`src/rtl/pc_fetch_seq.sv`:
```
// Program-counter and fetch sequencer feeding the 4-bit instruction register.
// Define PC_CALL_STACK_EN to add call/ret with a 1-deep return register.
module pc_fetch_seq #(
   parameter int                ADDR_W   = 8,
   parameter logic [ADDR_W-1:0] RESET_PC = '0
) (
   input  logic              clk,
   input  logic              clr,
   input  logic              run,
   input  logic              stall,
   input  logic              exec_done,
   input  logic              jmp,
   input  logic              bz,
   input  logic              zero_flag,
   input  logic [ADDR_W-1:0] jmp_addr,
   input  logic              halt,
`ifdef PC_CALL_STACK_EN
   input  logic              call,
   input  logic              ret,
   output logic              stack_err,
`endif
   output logic [ADDR_W-1:0] pm_addr,
   output logic              ir_ce,
   output logic              fetch_valid,
   output logic              halted
);

   // state   | meaning
   // S_IDLE  | waiting for run
   // S_ADDR  | pm_addr presented, memory read in flight
   // S_LATCH | memory data valid, instruction register enabled
   // S_EXEC  | instruction valid, waiting for decoder event
   // S_HALT  | fetching stopped until clr
   typedef enum logic [2:0] {S_IDLE, S_ADDR, S_LATCH, S_EXEC, S_HALT} state_t;

   state_t            state;
   logic              latch_q;
   logic [ADDR_W-1:0] pc_inc;

`ifdef PC_CALL_STACK_EN
   logic [ADDR_W-1:0] ret_addr;
   logic              ret_full;
`endif

   // pm_addr is the PC itself; no separate copy is kept.
   assign pc_inc = pm_addr + ADDR_W'(1);

   // Gating with stall keeps the pulse deferred while LATCH is held; clearing
   // latch_q asynchronously drops ir_ce the moment clr rises.
   assign ir_ce = latch_q & ~stall;

   always_ff @(posedge clk or posedge clr) begin
      if (clr) begin
         state       <= S_IDLE;
         pm_addr     <= RESET_PC;
         latch_q     <= 1'b0;
         fetch_valid <= 1'b0;
         halted      <= 1'b0;
`ifdef PC_CALL_STACK_EN
         ret_addr    <= '0;
         ret_full    <= 1'b0;
         stack_err   <= 1'b0;
`endif
      end else if (!stall) begin
         case (state)
            S_IDLE: begin
               if (run) state <= S_ADDR;
            end
            S_ADDR: begin
               state   <= S_LATCH;
               latch_q <= 1'b1;
            end
            S_LATCH: begin
               state       <= S_EXEC;
               latch_q     <= 1'b0;
               fetch_valid <= 1'b1;
            end
            S_EXEC: begin
               if (halt) begin
                  state       <= S_HALT;
                  fetch_valid <= 1'b0;
                  halted      <= 1'b1;
               end
`ifdef PC_CALL_STACK_EN
               else if (call) begin
                  pm_addr     <= jmp_addr;
                  ret_addr    <= pc_inc;
                  ret_full    <= 1'b1;
                  if (ret_full) stack_err <= 1'b1;
                  state       <= S_ADDR;
                  fetch_valid <= 1'b0;
               end else if (ret) begin
                  pm_addr     <= ret_addr;
                  ret_full    <= 1'b0;
                  if (!ret_full) stack_err <= 1'b1;
                  state       <= S_ADDR;
                  fetch_valid <= 1'b0;
               end
`endif
               else if (jmp || (bz && zero_flag)) begin
                  pm_addr     <= jmp_addr;
                  state       <= S_ADDR;
                  fetch_valid <= 1'b0;
               end else if (bz || exec_done) begin
                  pm_addr     <= pc_inc;
                  state       <= S_ADDR;
                  fetch_valid <= 1'b0;
               end
            end
            S_HALT: begin
               state <= S_HALT;
            end
            default: begin
               state       <= S_IDLE;
               latch_q     <= 1'b0;
               fetch_valid <= 1'b0;
            end
         endcase
      end
   end

endmodule

```
`config.mk`:
```
export PLATFORM = sky130hd
export DESIGN_NAME = pc_fetch_seq
export DESIGN_NICKNAME = d
export VERILOG_FILES = /design/src/rtl/pc_fetch_seq.sv
export SDC_FILE = /design/constraint.sdc
export NUM_CORES = 1
export LEC_CHECK = 0
export BUFFER_PORTS_ARGS = -buffer_cell sky130_fd_sc_hd__buf_2
export CORE_UTILIZATION = 52
export DETAILED_ROUTE_END_ITERATION = 10
export PLACE_DENSITY = 0.82
export SLEW_MARGIN = 20
export SYNTH_ARGS = -nofsm -noshare
export SYNTH_HDL_FRONTEND = slang
export SYNTH_SLANG_ARGS = --single-unit
```
`constraint.sdc`:
```
create_clock -name clk -period 4.2 [get_ports clk]
set_clock_uncertainty 0.1 [all_clocks]
set_input_delay 0.84 -clock clk [delete_from_list [all_inputs] [get_ports clk]]
set_output_delay 0.84 -clock clk [all_outputs]
set_load 0.005 [all_outputs]
```
==> results of run 1 <==
-- report_power, final --
part / internal (W) / total [W] / switching [W]
clock: 0.0000332 / 0.0000713 / 0.0000381
combinational: 0.000117 / 0.000217 / 0.0000995
sequential: 0.000200 / 0.000290 / 0.0000901
total: 0.000350 / 0.000578 / 0.000228
-- sequential cells by signal, indices dropped and copies added, names as in the netlist --
| register | cells |
|---|---|
| fetch_valid | 1 |
| halted | 1 |
| latch_q | 1 |
| pm_addr | 8 |
| state | 3 |
-- stage by stage --
| step | hold slack (ns) | utilization [%] | instances |
|---|---|---|---|
| floorplan | 0.3590 | - | 93 |
| global placement | 0.3433 | 68.51 | 131 |
| detailed placement | 0.3469 | 68.51 | 131 |
| CTS | 0.3725 | 70.14 | 134 |
| global route | 0.4167 | 70.50 | 134 |
| finish | 0.3723 | 70.50 | 134 |
-- logic make-up (layout without fill, tap and decap cells) --
group / Yosys count / after routing / synth area share, %
fa+ha+maj: 1 / 1 / 1.533
buf+inv: 7 / 33 / 4.600
compound gates: 35 / 35 / 26.23
flops: 14 / 14 / 42.95
mux: 2 / 2 / 2.454
simple gates: 34 / 34 / 22.24
-- path summary, 6_finish.rpt --
kind	startpoint	endpoint	depth (start not counted)
setup / recovery	stall	ir_ce	3
hold / removal	halted	halted	1
setup reg to reg	state[1]	pm_addr[0]	4
hold reg to reg	halted	halted	1
max in group asynchronous	clr	pm_addr[2]	2
min in group asynchronous	clr	pm_addr[3]	2
-- cells in the final DEF, fill, tap and decap left out --
master,n
a21oi_2,2
a2bb2oi_2,2
o21ai_0,16
nor2_1,5
and4_1,1
dfrtp_1,14
o22ai_1,4
nand4_1,3
nor3_1,1
nand4bb_1,1
nor3b_1,1
clkbuf_4,3
nand2_1,11
or3_4,1
and2b_2,1
o41a_1,1
ha_1,1
mux2i_1,2
buf_2,27
buf_4,1
nand2b_1,2
o21ai_1,1
nand3_1,4
inv_1,2
nor3_2,1
a21oi_1,9
nor2b_1,2
-- routing by layer --
metal	track usage (%)	share of wire (%)	up-vias
li1	-	-	391
met1	26.89	49	341
met2	29.38	44	26
met3	8.696	6.7	2
met4	4.516	0.59	0
met5	0	0	-
-- critical path, stage by stage --
cell and delay [ns]:
buf_2 0.15, and2b_2 0.22, buf_2 0.12
-- cell type report --
type | instances | area, um2 | share of cell area (%)
repair buffers | 28 | 142.6 | 14.63
well taps | 15 | 18.77 | 1.926
clock buffers | 3 | 22.52 | 2.311
flip-flops and latches | 14 | 350.3 | 35.94
multi-input cells | 72 | 432.9 | 44.42
inverters | 2 | 7.507 | 0.7702
==> results.yml, run 1 <==
outcome:
  status: "finished, final reports clean"
synthesis:
  seq_area_frac_synth_pct: 42.94
  yosysUniqueCellTypes: 25
  synth_area_leaders: "dfrtp_1, o21ai_0, a21oi_1, nand2_1, a2bb2oi_2"
  synth_top_cell_area_share_pct: 42.94
  synth_cells: 93
  yosysWarnings: 0
  avgSynthCellArea_um2: 8.772
  synth-seq-cells: 14
  ys_dominant_reg_cell: "dfrtp_1"
  synthArstFlopShare_pct: 100.0
  synth_edf_count: 0
  yosysMostFrequentCell: "o21ai_0"
  yosys.area.top_type: "dfrtp_1"
  netlist_area_um2: 815.8
  synth_nets: 111
  synth_common_cells: "o21ai_0, dfrtp_1, nand2_1, a21oi_1, nor2_1"
setup_path:
  path_class: "in -> out"
  worstPathArrival_ns: 1.33
  crit_fanout: 9
  crit_required_ns: 3.26
  r2r_slack_ns: 2.39
  end_kind: "output pin"
  worst_setup_path_start_kind: "input pin"
sta:
  post-route-min-period_ns: 2.268
  setup_viol: 0
  timing.final.crit_share_pct: 53.99
  setup_tns_ns: 0
  max_freq_mhz: 441.0
  relSlewSlack_pct: 55.34
  rsz0062_at_grt: "no"
  tightest_slew_ns: 0.6662
  slew_viol_final: 0
  hold_viol_final: 0
  fin_ws_ns: 1.932
power_and_ir_drop:
  power_w: 0.0005778
  powerDensity_nw_per_um2: 592.8
  vdd_drop_max_uv: 348.5
  p_leak_nw: 0.4390
grt:
  antenna_found_initial: 0
  grt_pass1_wl_mm: 2.642
  grt_use_total_pct: 19.87
  grt_max_degree: 21
  grt.overflow.total: 0
  grt_pass1_vias: 633
detailed_routing:
  drt-total-wl_mm: 1.686
  viasPerCell: 5.672
  dr.pass1.iters: 4
  drt_iter0_drc: 21
  wire_per_inst_um: 12.58
  ant_nets: 0
  drc: 0
  vias: 760
flow_run:
  cap_violations: 0
final_layout:
  layout.nets: 139
  final_area_um2: 974.7
  fillCellCount: 117
  diodes: 0
  area.growth.synth_to_final_pct: 19.48
  drive_above_1_share_pct: 31.93
clocking:
  cts_setup_buffers: 0
  numCtsBuffers: 3
  root_buffer: "clkbuf_4"
  cts.sinks: 14
  clk_pin_slew_ns: 0.07
  cts_hold_buffers: 0
  worstSkewPairLatency_ns: 0.27
  htree_levels: 1
  ctsResizeCount: 0
  clock_path_buffers: 2
  cts_tree: "built"
placement:
  pre_cts_slack_ns: 1.463
  finalWeightedCongestion: 0.8317
  io_buffers: 27
  dp_hpwl_mm: 1.254
  placed_area_um2: 947.2
die:
  initial_core_util_pct: 59.00
  ios: 28
  std_cell_rows: 13
  die_w_um: 41.61
  die_h_um: 41.61
  dieArea_um2: 1731
  coreArea_um2: 1383
worst_hold_path:
  hold_class: "reg -> reg"
(Power assumes the default switching activity.)
==> run 2: changes to the inputs <==
Settings changed: CORE_UTILIZATION 52 to 48, PLACE_DENSITY 0.82 to 0.77.
Clock period 4.2 ns to 2.3 ns, I/O delays scaled along.
==> results.yml, run 2 (synthesis results as in run 1) <==
grt:
  grt_max_degree: 21
  grt_pass1_wl_mm: 3.222
  grt.overflow.total: 0
  grt_use_total_pct: 23.99
  grt_pass1_vias: 748
  antenna_found_initial: 0
clocking:
  cts_hold_buffers: 0
  root_buffer: "clkbuf_4"
  cts.sinks: 14
  clk_pin_slew_ns: 0.08
  ctsResizeCount: 0
  cts_setup_buffers: 0
  clock_path_buffers: 2
  numCtsBuffers: 3
  worstSkewPairLatency_ns: 0.27
  cts_tree: "built"
  htree_levels: 1
setup_path:
  crit_path_top_delay_cell: "dfrtp_1"
  path_class: "reg -> reg"
  path_cells: "nand4bb_1 -> or3_4 -> o21ai_0 -> o21ai_1"
  crit_buf_inv: 0
  crit_required_ns: 2.36
  worstPathArrival_ns: 1.62
  end_kind: "flop"
  crit_fanout: 7
  critPathTopFamily: "simple AND/OR/NAND/NOR gates"
  crit_path_max_incr_delay_ns: 0.45
  worst_setup_path_start_kind: "flop"
final_layout:
  drive_above_1_share_pct: 31.67
  fin_cells: 136
  layout.nets: 140
  final_common_cell: "buf_2"
  largest_reg_flops: 8
  largestRegisters: "pm_addr (8), state (3)"
  top_register: "pm_addr"
  diodes: 0
  area.growth.synth_to_final_pct: 19.94
  final_cell_mix: "buf_2, o21ai_0, dfrtp_1"
sta:
  timing.final.crit_share_pct: 67.81
  setup_tns_ns: 0
  max_freq_mhz: 641.2
  rsz0062_at_grt: "no"
  tightest_slew_ns: 0.5284
  fin_ws_ns: 0.7404
  whs_ns: 0.1097
  setup_viol: 0
  hold_viol_final: 0
  post-route-min-period_ns: 1.560
  slew_viol_final: 0
  relSlewSlack_pct: 64.73
die:
  die_w_um: 43.23
  std_cell_rows: 14
  die_h_um: 43.23
  ios: 28
  coreArea_um2: 1541
  dieArea_um2: 1868
  initial_core_util_pct: 52.92
placement:
  pre_cts_slack_ns: 0.5806
  dp_hpwl_mm: 1.356
  io_buffers: 27
  placed_cells: 133
  finalWeightedCongestion: 0.8295
outcome:
  status: "finished, final reports clean"
detailed_routing:
  drc: 0
  vias: 794
  dr.pass1.iters: 4
  ant_nets: 0
  wire_per_inst_um: 13.51
  viasPerCell: 5.838
  drt-total-wl_mm: 1.837
  drt_iter0_drc: 18
power_and_ir_drop:
  p_leak_nw: 0.4438
  vdd_drop_max_uv: 621.6
  powerDensity_nw_per_um2: 1085
  power_w: 0.001062
flow_run:
  cap_violations: 0
worst_hold_path:
  hold_class: "in -> async"
## run 2: final timing paths
check / slack [ns] / start / cells past startpoint / end
worst max-delay path: 0.74 / state[2] / 4 / pm_addr[0]
worst min-delay path: 0.11 / clr / 2 / pm_addr[2]
worst max register to register: 0.74 / state[2] / 4 / pm_addr[0]
max in group asynchronous: 1.64 / clr / 2 / halted
min in group clk: 0.37 / halted / 1 / halted
worst min register to register: 0.37 / halted / 1 / halted
## run 2: layout make-up
class                           instances  area (um2)
Tap cell                               16       20.02
Sequential cell                        14       350.3
Timing Repair Buffer                   29       150.1
Clock buffer                            3       22.52
Multi-Input combinational cell         72       427.9
Inverter                                2       7.507
Fill cell                             143       563.0
## run 2: power by group
| group | total, W | switching [W] | internal, W |
|---|---|---|---|
| Sequential | 0.000529 | 0.000165 | 0.000365 |
| Combinational | 0.000402 | 0.000187 | 0.000215 |
| Clock | 0.000130 | 0.0000693 | 0.0000606 |
| Total | 0.00106 | 0.000421 | 0.000641 |
## run 2: stage by stage
stage / area (um2) / utilization, %
after floorplan: 815.8 / -
after global placement: 955.9 / 62.01
after detailed placement: 955.9 / 62.01
after CTS: 978.4 / 63.47
after global routing: 978.4 / 63.47
final: 978.4 / 63.47
## run 2: routing by layer
layer | wire length [um] | track usage [%]
met1 | 789 | 29.00
met2 | 926 | 38.81
met3 | 89 | 7.660
met4 | 31 | 10.30
met5 | 0 | 0
==> run 3: changes to the inputs <==
Settings changed: CORE_UTILIZATION 48 to 43, PLACE_DENSITY 0.77 to 0.73.
Clock period 2.3 ns to 1.4 ns, I/O delays scaled along.
==> results.yml, run 3 (synthesis results as in run 1) <==
die:
  die_h_um: 45.56
  std_cell_rows: 15
  ios: 28
  dieArea_um2: 2075
  initial_core_util_pct: 46.74
  die_w_um: 45.56
  coreArea_um2: 1745
grt:
  grt_use_total_pct: 19.75
  grt_pass1_vias: 637
  grt_pass1_wl_mm: 2.898
  antenna_found_initial: 0
  grt.overflow.total: 0
  grt_max_degree: 18
sta:
  post-route-min-period_ns: 1.468
  tightest_slew_ns: 0.5186
  relSlewSlack_pct: 65.39
  timing.final.crit_share_pct: 104.8
  max_freq_mhz: 681.3
  whs_ns: 0.1899
  slew_viol_final: 0
  rsz0062_at_grt: "yes"
  setup_viol: 3
  hold_viol_final: 0
  setup_tns_ns: -0.1877
  fin_ws_ns: -0.06785
power_and_ir_drop:
  pwr-share-comb_pct: 45.3
  clkPwrFrac_pct: 14.9
  swShare_pct: 37.69
  switching_power_w: 0.0007514
  vdd_drop_max_uv: 1094
  p_leak_nw: 0.5148
  powerDensity_nw_per_um2: 1757
  seqPwrFrac_pct: 39.8
  p_int_w: 0.001242
setup_path:
  r2r_slack_ns: -0.07
  critPathTopFamily: "simple AND/OR/NAND/NOR gates"
  worst_setup_path_start_kind: "flop"
  crit_path_top_delay_cell: "or3_4"
  crit_required_ns: 1.51
  crit_fanout: 5
  worstPathArrival_ns: 1.58
  rr_startpoint: "state[2]"
  path_cells: "nand4bb_4 -> or3_4 -> a21oi_2 -> a2bb2oi_2"
  reg2regPathDepth: 4
  crit_buf_inv: 0
  path_class: "reg -> reg"
  crit_path_max_incr_delay_ns: 0.42
  rr_endpoint: "pm_addr[5]"
  end_kind: "flop"
worst_hold_path:
  hold_class: "in -> reg"
  holdPathStages: 3
  min_from: "run"
  hold_end: "state[0]"
clocking:
  cts.sinks: 14
  root_buffer: "clkbuf_4"
  clk_pin_slew_ns: 0.09
  htree_levels: 1
  numCtsBuffers: 3
  worstSkewPairLatency_ns: 0.28
  clock_path_buffers: 2
  cts_tree: "built"
detailed_routing:
  wire_per_inst_um: 12.21
  dr.pass1.iters: 4
  drt_iter0_drc: 22
  drc: 0
  vias: 836
  viasPerCell: 5.291
  ant_nets: 0
  drt-total-wl_mm: 1.929
final_layout:
  largestRegisters: "pm_addr (8), state (3)"
  final_cell_mix: "buf_2, o21ai_0, dfrtp_1"
  diodes: 0
  area.growth.synth_to_final_pct: 39.11
  drive_above_1_share_pct: 40.60
  final_common_cell: "buf_2"
  layout.nets: 152
  postLayoutCoreUtil_pct: 65.02
  top_register: "pm_addr"
  fillCellCount: 159
  largest_reg_flops: 8
flow_run:
  cap_violations: 0
placement:
  dp_hpwl_mm: 1.347
  io_buffers: 27
  finalWeightedCongestion: 0.8128
outcome:
  violations: "negative setup slack"
  status: "finished with violations"
## run 3: timing repair
| item | CTS | global route |
|---|---|---|
| pin swaps | 0 | 1 |
| setup buffers | 0 | 3 |
| gates resized for setup | 1 | 9 |
| hold endpoints to repair | 14 | 0 |
| hold buffers | 1 | 0 |
| gates cloned | 0 | 1 |
| endpoints found under the setup margin | 3 | 8 |
## run 3: power groups by stage
stage	clock network (W)	logic (W)	registers [W]
2_1_floorplan	0	0.000470	0.000790
3_3_place_gp	0	0.000825	0.000765
3_5_place_dp	0	0.000845	0.000776
4_1_cts	0.000306	0.000855	0.000768
5_1_grt	0.000317	0.00102	0.000823
6_report	0.000297	0.000903	0.000794
## run 3: per-layer routing
layer	track usage [%]	wire length [um]	share of wire, %
met3	2.381	71	3.7
met5	0	0	0
met1	29.65	965	50
met2	27.14	860	45
met4	10.91	32	1.7
## run 3: layout make-up
| cell class | instances | area [um2] | area share, % |
|---|---|---|---|
| clock buffers | 4 | 36.28 | 3.197 |
| inverters | 2 | 7.507 | 0.6615 |
| multi-input cells | 72 | 457.9 | 40.35 |
| flip-flops and latches | 14 | 351.6 | 30.98 |
| well taps | 25 | 31.28 | 2.756 |
| repair buffers | 41 | 250.2 | 22.05 |
## run 3: worst max-delay path by stage
| stage | slack, ns | cells past startpoint | to | startpoint |
|---|---|---|---|---|
| floorplan | -0.05 | 4 | pm_addr[0] | state[2] |
| global placement | -0.06 | 5 | pm_addr[0] | stall |
| detailed placement | -0.06 | 5 | pm_addr[0] | stall |
| CTS | -0.04 | 4 | pm_addr[5] | state[2] |
| global route | -0.16 | 4 | pm_addr[0] | state[2] |
| finish | -0.07 | 4 | pm_addr[5] | state[2] |
## run 3: worst reg2reg max path: stages, from the launching register on
cell and delay, ns:
dfrtp_1 0.39, nand4bb_4 0.22, or3_4 0.42, a21oi_2 0.13
a2bb2oi_2 0.13
## run 3: stage by stage
stage	total power, W	setup slack [ns]	std cells	area [um2]
2_1_floorplan	0.001260	-0.04601	93	815.8
3_3_place_gp	0.001590	-0.05605	149	1020
3_5_place_dp	0.001621	-0.06489	149	1020
4_1_cts	0.001929	-0.03601	154	1066
5_1_grt	0.002159	-0.1587	158	1135
6_report	0.001994	-0.06785	158	1135
